### src/rtl/multi_cycle_ctrl.sv
// Multicycle control FSM for the MIPS-subset datapath.
// It steps each instruction through IF/ID/EX/MEM/WB and drives the datapath
// control lines. It also waits on the memory ready handshakes with a bounded
// timeout, and reports opcodes and functs it does not recognise.
module multi_cycle_ctrl #(
   parameter int ALUOP_W     = 3,
   parameter int MEM_TIMEOUT = 15,
   parameter int TO_W        = 4
) (
   input  logic               clk,
   input  logic               rst_n,
   input  logic [5:0]         op,
   input  logic [5:0]         funct,
   input  logic               zero,
   input  logic               imem_ready,
   input  logic               dmem_ready,
   output logic               imem_req,
   output logic               ir_write,
   output logic               pc_write,
   output logic [1:0]         pc_src,
   output logic               reg_write,
   output logic               regdst,
   output logic               extop,
   output logic               alusrc,
   output logic [ALUOP_W-1:0] aluop,
   output logic               memread,
   output logic               memwrite,
   output logic               illegal,
   output logic               bus_err,
   output logic               instr_done,
   output logic [2:0]         state
);

   // ALU operation encodings shared with the datapath ALU
   localparam logic [ALUOP_W-1:0] ALU_ADD = ALUOP_W'(0);
   localparam logic [ALUOP_W-1:0] ALU_SUB = ALUOP_W'(1);
   localparam logic [ALUOP_W-1:0] ALU_AND = ALUOP_W'(2);
   localparam logic [ALUOP_W-1:0] ALU_OR  = ALUOP_W'(3);
   localparam logic [ALUOP_W-1:0] ALU_SLT = ALUOP_W'(4);
   localparam logic [ALUOP_W-1:0] ALU_LUI = ALUOP_W'(5);

   localparam logic [5:0] OP_R     = 6'b000000;
   localparam logic [5:0] OP_ADDI  = 6'b001000;
   localparam logic [5:0] OP_ADDIU = 6'b001001;
   localparam logic [5:0] OP_ANDI  = 6'b001100;
   localparam logic [5:0] OP_ORI   = 6'b001101;
   localparam logic [5:0] OP_LUI   = 6'b001111;
   localparam logic [5:0] OP_LW    = 6'b100011;
   localparam logic [5:0] OP_SW    = 6'b101011;
   localparam logic [5:0] OP_BEQ   = 6'b000100;
   localparam logic [5:0] OP_J     = 6'b000010;

   localparam logic [5:0] F_ADD  = 6'b100000;
   localparam logic [5:0] F_ADDU = 6'b100001;
   localparam logic [5:0] F_SUBU = 6'b100011;
   localparam logic [5:0] F_AND  = 6'b100100;
   localparam logic [5:0] F_OR   = 6'b100101;
   localparam logic [5:0] F_SLT  = 6'b101010;

   localparam logic [TO_W-1:0] TO_LIMIT = TO_W'(MEM_TIMEOUT);
   localparam bit              TO_EN    = (MEM_TIMEOUT != 0);

   typedef enum logic [2:0] {
      S_IF  = 3'd0,
      S_ID  = 3'd1,
      S_EX  = 3'd2,
      S_MEM = 3'd3,
      S_WB  = 3'd4
   } state_t;

   state_t             state_reg, state_next;
   logic               run_reg;
   logic [TO_W-1:0]    to_cnt_reg;
   logic               regdst_reg, extop_reg, alusrc_reg;
   logic [ALUOP_W-1:0] aluop_reg;
   logic               is_lw_reg, is_sw_reg, is_beq_reg;

   logic               dec_valid, dec_j, dec_lw, dec_sw, dec_beq;
   logic               dec_regdst, dec_extop, dec_alusrc;
   logic [ALUOP_W-1:0] dec_aluop;
   logic               awaiting, ready_sel, timeout_hit, ctl_load;

   // Instruction decode of the current IR fields; only consumed in ID
   always_comb begin
      dec_valid  = 1'b0;
      dec_j      = 1'b0;
      dec_lw     = 1'b0;
      dec_sw     = 1'b0;
      dec_beq    = 1'b0;
      dec_regdst = 1'b0;
      dec_extop  = 1'b0;
      dec_alusrc = 1'b0;
      dec_aluop  = ALU_ADD;
      case (op)
         OP_R: begin
            dec_regdst = 1'b1;
            dec_valid  = 1'b1;
            case (funct)
               F_ADD, F_ADDU: dec_aluop = ALU_ADD;
               F_SUBU:        dec_aluop = ALU_SUB;
               F_AND:         dec_aluop = ALU_AND;
               F_OR:          dec_aluop = ALU_OR;
               F_SLT:         dec_aluop = ALU_SLT;
               default:       dec_valid = 1'b0;
            endcase
         end
         OP_ADDI, OP_ADDIU: begin
            dec_valid  = 1'b1;
            dec_extop  = 1'b1;
            dec_alusrc = 1'b1;
         end
         OP_ANDI: begin
            dec_valid  = 1'b1;
            dec_alusrc = 1'b1;
            dec_aluop  = ALU_AND;
         end
         OP_ORI: begin
            dec_valid  = 1'b1;
            dec_alusrc = 1'b1;
            dec_aluop  = ALU_OR;
         end
         OP_LUI: begin
            dec_valid  = 1'b1;
            dec_alusrc = 1'b1;
            dec_aluop  = ALU_LUI;
         end
         OP_LW, OP_SW: begin
            dec_valid  = 1'b1;
            dec_extop  = 1'b1;
            dec_alusrc = 1'b1;
            dec_lw     = (op == OP_LW);
            dec_sw     = (op == OP_SW);
         end
         OP_BEQ: begin
            dec_valid = 1'b1;
            dec_extop = 1'b1;
            dec_aluop = ALU_SUB;
            dec_beq   = 1'b1;
         end
         OP_J: begin
            dec_valid = 1'b1;
            dec_j     = 1'b1;
         end
         default: ;
      endcase
   end

   // A timeout can only fire while IF or MEM is waiting on its own ready
   always_comb begin
      awaiting    = ((state_reg == S_IF) && run_reg) || (state_reg == S_MEM);
      ready_sel   = (state_reg == S_IF) ? imem_ready : dmem_ready;
      timeout_hit = TO_EN && awaiting && !ready_sel && (to_cnt_reg == TO_LIMIT);
      ctl_load    = (state_reg == S_ID) && dec_valid && !dec_j;
   end

   // Next-state and control outputs. Strobes are Moore; only the load
   // enables and completion pulses look at ready in the same cycle.
   always_comb begin
      state_next = state_reg;
      imem_req   = 1'b0;
      ir_write   = 1'b0;
      pc_write   = 1'b0;
      pc_src     = 2'd0;
      reg_write  = 1'b0;
      memread    = 1'b0;
      memwrite   = 1'b0;
      illegal    = 1'b0;
      bus_err    = 1'b0;
      instr_done = 1'b0;
      case (state_reg)
         S_IF: begin
            if (run_reg) begin
               imem_req = 1'b1;
               if (imem_ready) begin
                  ir_write   = 1'b1;
                  pc_write   = 1'b1;
                  state_next = S_ID;
               end else if (timeout_hit) begin
                  bus_err = 1'b1;
               end
            end
         end
         S_ID: begin
            if (!dec_valid) begin
               illegal    = 1'b1;
               instr_done = 1'b1;
               state_next = S_IF;
            end else if (dec_j) begin
               pc_write   = 1'b1;
               pc_src     = 2'd2;
               instr_done = 1'b1;
               state_next = S_IF;
            end else begin
               state_next = S_EX;
            end
         end
         S_EX: begin
            if (is_beq_reg) begin
               pc_src     = 2'd1;
               pc_write   = zero;
               instr_done = 1'b1;
               state_next = S_IF;
            end else if (is_lw_reg || is_sw_reg) begin
               state_next = S_MEM;
            end else begin
               state_next = S_WB;
            end
         end
         S_MEM: begin
            memread  = is_lw_reg;
            memwrite = is_sw_reg;
            if (dmem_ready) begin
               if (is_lw_reg) begin
                  state_next = S_WB;
               end else begin
                  instr_done = 1'b1;
                  state_next = S_IF;
               end
            end else if (timeout_hit) begin
               bus_err    = 1'b1;
               instr_done = 1'b1;
               state_next = S_IF;
            end
         end
         S_WB: begin
            reg_write  = 1'b1;
            instr_done = 1'b1;
            state_next = S_IF;
         end
         default: state_next = S_IF;
      endcase
   end

   // State register; run_reg holds off the first fetch until one edge after reset release
   always_ff @(posedge clk or negedge rst_n) begin
      if (!rst_n) begin
         state_reg <= S_IF;
         run_reg   <= 1'b0;
      end else begin
         state_reg <= state_next;
         run_reg   <= 1'b1;
      end
   end

   // Wait counter: restarts on every state entry and after an IF retry
   always_ff @(posedge clk or negedge rst_n) begin
      if (!rst_n) begin
         to_cnt_reg <= '0;
      end else if ((state_next != state_reg) || timeout_hit) begin
         to_cnt_reg <= '0;
      end else if (awaiting && !ready_sel && (to_cnt_reg != '1)) begin
         to_cnt_reg <= to_cnt_reg + TO_W'(1);
      end
   end

   // Datapath controls latched in ID and held until the next decode
   always_ff @(posedge clk or negedge rst_n) begin
      if (!rst_n) begin
         regdst_reg <= 1'b0;
         extop_reg  <= 1'b0;
         alusrc_reg <= 1'b0;
         aluop_reg  <= ALU_ADD;
         is_lw_reg  <= 1'b0;
         is_sw_reg  <= 1'b0;
         is_beq_reg <= 1'b0;
      end else if (ctl_load) begin
         regdst_reg <= dec_regdst;
         extop_reg  <= dec_extop;
         alusrc_reg <= dec_alusrc;
         aluop_reg  <= dec_aluop;
         is_lw_reg  <= dec_lw;
         is_sw_reg  <= dec_sw;
         is_beq_reg <= dec_beq;
      end
   end

   assign regdst = regdst_reg;
   assign extop  = extop_reg;
   assign alusrc = alusrc_reg;
   assign aluop  = aluop_reg;
   assign state  = state_reg;

endmodule

### config.mk
export PLATFORM = sky130hd
export DESIGN_NAME = multi_cycle_ctrl
export DESIGN_NICKNAME = d
export VERILOG_FILES = /design/src/rtl/multi_cycle_ctrl.sv
export SDC_FILE = /design/constraint.sdc
export NUM_CORES = 1
export LEC_CHECK = 0
export ABC_AREA = 1
export CAP_MARGIN = 15
export CORE_UTILIZATION = 50
export DETAILED_ROUTE_END_ITERATION = 10
export PLACE_DENSITY = 0.81
export SLEW_MARGIN = 20
export SYNTH_ARGS = -nofsm -noshare
export SYNTH_HDL_FRONTEND = slang
export SYNTH_SLANG_ARGS = --single-unit
### constraint.sdc
create_clock -name clk -period 2.6 [get_ports clk]
set_clock_uncertainty 0.05 [all_clocks]
set_input_delay 0.26 -clock clk [delete_from_list [all_inputs] [get_ports clk]]
set_output_delay 0.26 -clock clk [all_outputs]
set_load 0.02 [all_outputs]
Word-level counts from Yosys, hierarchy flattened
Index checks and enable logic that the tools add are counted.
{"block": "classes", "addsub": 1, "n_eq_ne": 22, "mux": 52, "reduce_logical": 19}
{"operator": "equality test 6 bit (second input constant)", "n": 8}
{"operator": "2-to-1 mux 1 bit", "n": 31}
{"operator": "equality test 6 x 4 -> 1 bit (second input constant)", "n": 5}
{"operator": "case mux 3 bit (4 select lines)", "n": 2}
{"operator": "2-to-1 mux 3 bit", "n": 7}
{"operator": "case mux 3 bit (5 select lines)", "n": 1}
{"operator": "OR reduction 9 bit", "n": 1}
{"operator": "2-to-1 mux 2 bit", "n": 4}
{"operator": "2-to-1 mux 4 bit", "n": 2}
{"operator": "OR reduction 7 bit", "n": 1}
{"operator": "equality test 3 x 2 -> 1 bit (second input constant)", "n": 2}
{"operator": "equality test 6 x 2 -> 1 bit (second input constant)", "n": 1}
{"operator": "equality test 6 x 3 -> 1 bit (second input constant)", "n": 1}
{"operator": "logical AND 1 bit", "n": 6}
{"operator": "logical NOT 6 bit", "n": 1}
{"operator": "OR reduction 6 bit", "n": 1}
{"operator": "OR reduction 5 bit", "n": 1}
{"operator": "adder 4 x 1 -> 4 bit (second input constant)", "n": 1}
{"operator": "equality test 4 bit (second input constant)", "n": 1}
{"operator": "inequality test 4 bit (second input constant)", "n": 1}
{"operator": "case mux 1 bit (2 select lines)", "n": 2}
{"operator": "case mux 1 bit (4 select lines)", "n": 1}
{"operator": "case mux 2 bit (2 select lines)", "n": 1}
{"operator": "equality test 3 x 1 -> 1 bit (second input constant)", "n": 1}
{"operator": "other kinds (8)", "n": 11}
{"block": "word_totals", "register_bits": 17, "input_bits": 17, "output_inout_bits": 20, "word_cells": 104}

Longest topological paths before layout
{"block": "logic_depth", "word_depth": 11, "mapped_depth": 12}

Worst setup path before layout
OpenSTA, ideal clock, no wires.
{"block": "synth_path", "kind": "reg-to-output", "from": "reg state_reg[1] (netlist: state[1])", "to": "out pc_write", "arrival_time_ps": 1780, "required_ps": 2290, "slack_ps": 510, "path_stages_with_launch": 5, "path_buffers": 0, "path_cell_list": "dfrtp_1 inv_1 nor4_1 a21oi_1 nand2_1"}
{"block": "synth_between", "elab_chain_cells": 2, "word_cells_on_any_way": 4, "cone_classes": "eq/ne (2); mux (1); reduce/logical (1)"}
{"element": "start: declaration", "line_no": "71", "rtl": "state_t state_reg, state_next;"}
{"element": "start signal: assignment", "line_no": "240", "rtl": "state_reg <= state_next;"}
{"element": "equality test 3 x 2 -> 1 bit, or another cell as far along", "line_no": "170", "rtl": "case (state_reg)"}
{"element": "case mux 1 bit (3 select lines) *", "line_no": "170"}
{"element": "end: declaration", "line_no": "19", "rtl": "output logic pc_write,"}
Mark *: on every way between the ends. The rest lies on a longest branch, timed or not.

Worst setup path after layout
{"block": "layout_path", "from": "in op[0]", "to": "out illegal"}
{"block": "layout_between", "elab_chain_cells": 5, "word_cells_on_any_way": 14, "cone_classes": "eq/ne (9); mux (3); reduce/logical (2)"}
{"element": "start: declaration", "line_no": "12", "rtl": "input logic [5:0] op,"}
{"element": "equality test 6 bit, or another cell as far along", "line_no": "94", "rtl": "case (op)"}
{"element": "OR reduction 9 bit (no source line)"}
{"element": "case mux 1 bit (2 select lines) *", "line_no": "94"}
{"element": "2-to-1 mux 1 bit *", "line_no": "184", "rtl": "if (!dec_valid) begin"}
{"element": "2-to-1 mux 1 bit *", "line_no": "170"}
{"element": "end: declaration", "line_no": "28", "rtl": "output logic illegal,"}
Marked as above.

==> flow_summary.yaml <==
floorplanning:
  core-area_sq_mm: 0.00225
  initial_core_util: 0.542
  rows: 17
  die_area_sq_mm: 0.00264
  die_w_microns: 51.4
  die_h_microns: 51.4
  ios: 37
yosys:
  synthSimpleGateAreaFrac: 0.394
  avgSynthCellArea_sq_um: 7.23
  synth_top_area_cell: "dfrtp_1"
  synth_compound_area_frac: 0.121
  synth_xor_area_frac: 0.0215
  synthFlopType: "dfrtp_1"
  synthCells: 169
  syn_area_sq_mm: 0.00122
  async_flop_share: 1.00
  synth_area_leaders: "dfrtp_1 35%, nand2_1 10%, nor2_1 7.7%"
  synth_adder_area_share: 0.0102
  yosys_register_bits: 17
  yosys_warnings: 0
  synth_nets: 187
  synth.most_common_cell: "nand2_1"
  netlist_top_cells_count: "33 x nand2_1, 25 x nor2_1, 23 x inv_1"
  synth_cell_type_count: 30
  muxShareOfSynthArea: 0
  yosysSeqAreaShare: 0.348
  synth_edf_count: 0
  synth_top_family_by_area: "simple AND/OR/NAND/NOR gates"
  synth_top_area_share: 0.348
route:
  wirelength_mm: 2.96
  drc: 0
  dr.pass1.iters: 4
  post_drt_wl_per_cell_microns: 12.6
  vias_per_cell: 5.14
  drt-initial-drc-count: 36
  vias: 1214
  ant_nets: 0
clock_network:
  clockBufferDepth: 2
  numCtsBuffers: 3
  tritoncts: "built"
  clkTransAtPathRegs_ps: 100
  htreeDepth: 1
  clk_latency_ps: 300
  postCtsHoldBufs: 0
  root_buffer: "clkbuf_4"
  clock-sinks: 17
global_route:
  grt_pass1_wl_mm: 5.03
  use_met3: 0.0625
  grt_max_degree: 18
  grt-busiest-layer: "met2"
  grt_usage: 0.257
  antenna_found_initial: 0
  grt_pass1_vias: 1160
  use_met1: 0.323
  grt-ovfl-total: 0
  use_met2: 0.442
status:
  status: "completed"
hold_path:
  hold_path_class: "primary input to async pin"
placed_design:
  routabilityCongestion: 0.852
  portBuffers: 36
  pre_cts_ws_ps: 141
  hpwlAfterDp_mm: 2.39
timing:
  setup_violations: 0
  fin_crit_sh: 0.939
  setup_ws_ps: 159
  hold_violations: 0
  rsz0062_at_grt: "no"
  relSlewSlack: 0.482
  finalMaxSlewViolations: 0
  clock.fmax_mhz: 410
  setup_tns_ps: 0
  fin_crit_ps: 2440
  worst_slew_pin_slew_ps: 775
worst_setup_path:
  end_kind: "output port"
  reg2reg_slack_ps: 870
  cp_max_fo: 5
  required_ps: 2290
  criticalPathCategory: "primary input to output port"
  crit_arrival_ps: 2130
  cp-start-kind: "primary input"
finish:
  fill_cells: 185
  layout-drive-gt1-share: 0.163
  largest_register_ffs: 4
  layout-area-overhead-vs-synth_pct: 35.5
  nets: 227
  seq_area_sq_um: 425
  multiInputGateArea_sq_um: 688
  diodes: 0
run:
  cap_viol_max_count: 0
power:
  p_per_area_mw_per_mm2: 602
  p_leak_nw: 0.802
  vdd_drop_max_mv: 0.553
## per-stage QoR
step | cell area [sq um] | std cells | util | hold WS (ps) | power [W]
after floorplan | 1220 | 169 | - | -85.6 | 0.000640
after global placement | 1610 | 232 | 0.712 | 405 | 0.000832
after detailed placement | 1610 | 232 | 0.712 | 414 | 0.000845
after CTS | 1640 | 236 | 0.725 | 376 | 0.000996
after global routing | 1650 | 236 | 0.734 | 408 | 0.00106
final | 1650 | 236 | 0.734 | 353 | 0.000995
## final cells by class
type / instances / share of cell area
Clock buffer: 3 / 0.0136
Sequential cell: 17 / 0.257
Multi-Input combinational cell: 121 / 0.416
Inverter: 30 / 0.0681
Tap cell: 28 / 0.0212
Timing Repair Buffer: 36 / 0.219
Clock inverter: 1 / 0.00454
## worst max-delay path, stage by stage
cell	delay, ps
clkdlybuf4s50_1	500
nand2_1	120
inv_2	60
nand2_1	90
nand2_1	60
nand2_1	70
nand2_1	60
inv_2	100
nand4_1	130
inv_1	90
clkdlybuf4s50_1	590
## final timing paths
check                                 to      from  cells after the start
setup / recovery                 illegal     op[0]                     11
hold / removal                  state[0]     rst_n                      1
setup reg to reg           to_cnt_reg[0]  state[0]                      8
hold reg to reg                   regdst    regdst                      2
max in group asynchronous       aluop[1]     rst_n                      1
min in group clk                  regdst    regdst                      2
## layout by cell type (no fill, tap or decap), types with 2 or more instances in the layout
cell type,Yosys,routed
clkdlybuf4s50_1,0,35
nand2_1,33,33
inv_1,23,23
nor2_1,25,23
dfrtp_1,17,17
nand3_1,14,14
inv_2,7,7
nand4_1,6,6
o21ai_2,6,6
nor2_4,4,5
nor3_1,4,4
a21oi_1,4,4
o21ai_0,4,4
nor2_2,2,3
xor2_1,3,3
clkbuf_4,0,3
nand3_4,2,2
## metal layers
metal / wire [microns] / vias up
met5: 0 / -
met4: 29 / 0
met3: 129 / 5
met2: 1460 / 33
met1: 1350 / 555
li1: - / 621
## kinds of logic (layout without fill, tap and decap cells)
family                     after synthesis  after routing
and+or+nand+nor                         95             95
buffers and inverters                   31             70
AOI/OAI and AO/OA                       21             21
DFF                                     17             17
xor gates and xnor gates                 3              3
adders and majority gates                1              1
other                                    1              1
## repair_timing
item,in CTS,in global routing
gates resized for setup,0,5
endpoints found under the setup margin,0,3
buffers inserted,0,0
## power by group
part | internal, W | switching [W] | leakage [nW] | total, W
logic | 0.000203 | 0.000286 | 0.560 | 0.000489
registers | 0.000313 | 0.0000449 | 0.228 | 0.000357
clock network | 0.0000587 | 0.0000902 | 0.0139 | 0.000149
No activity file was read; power rests on OpenSTA's default activity.
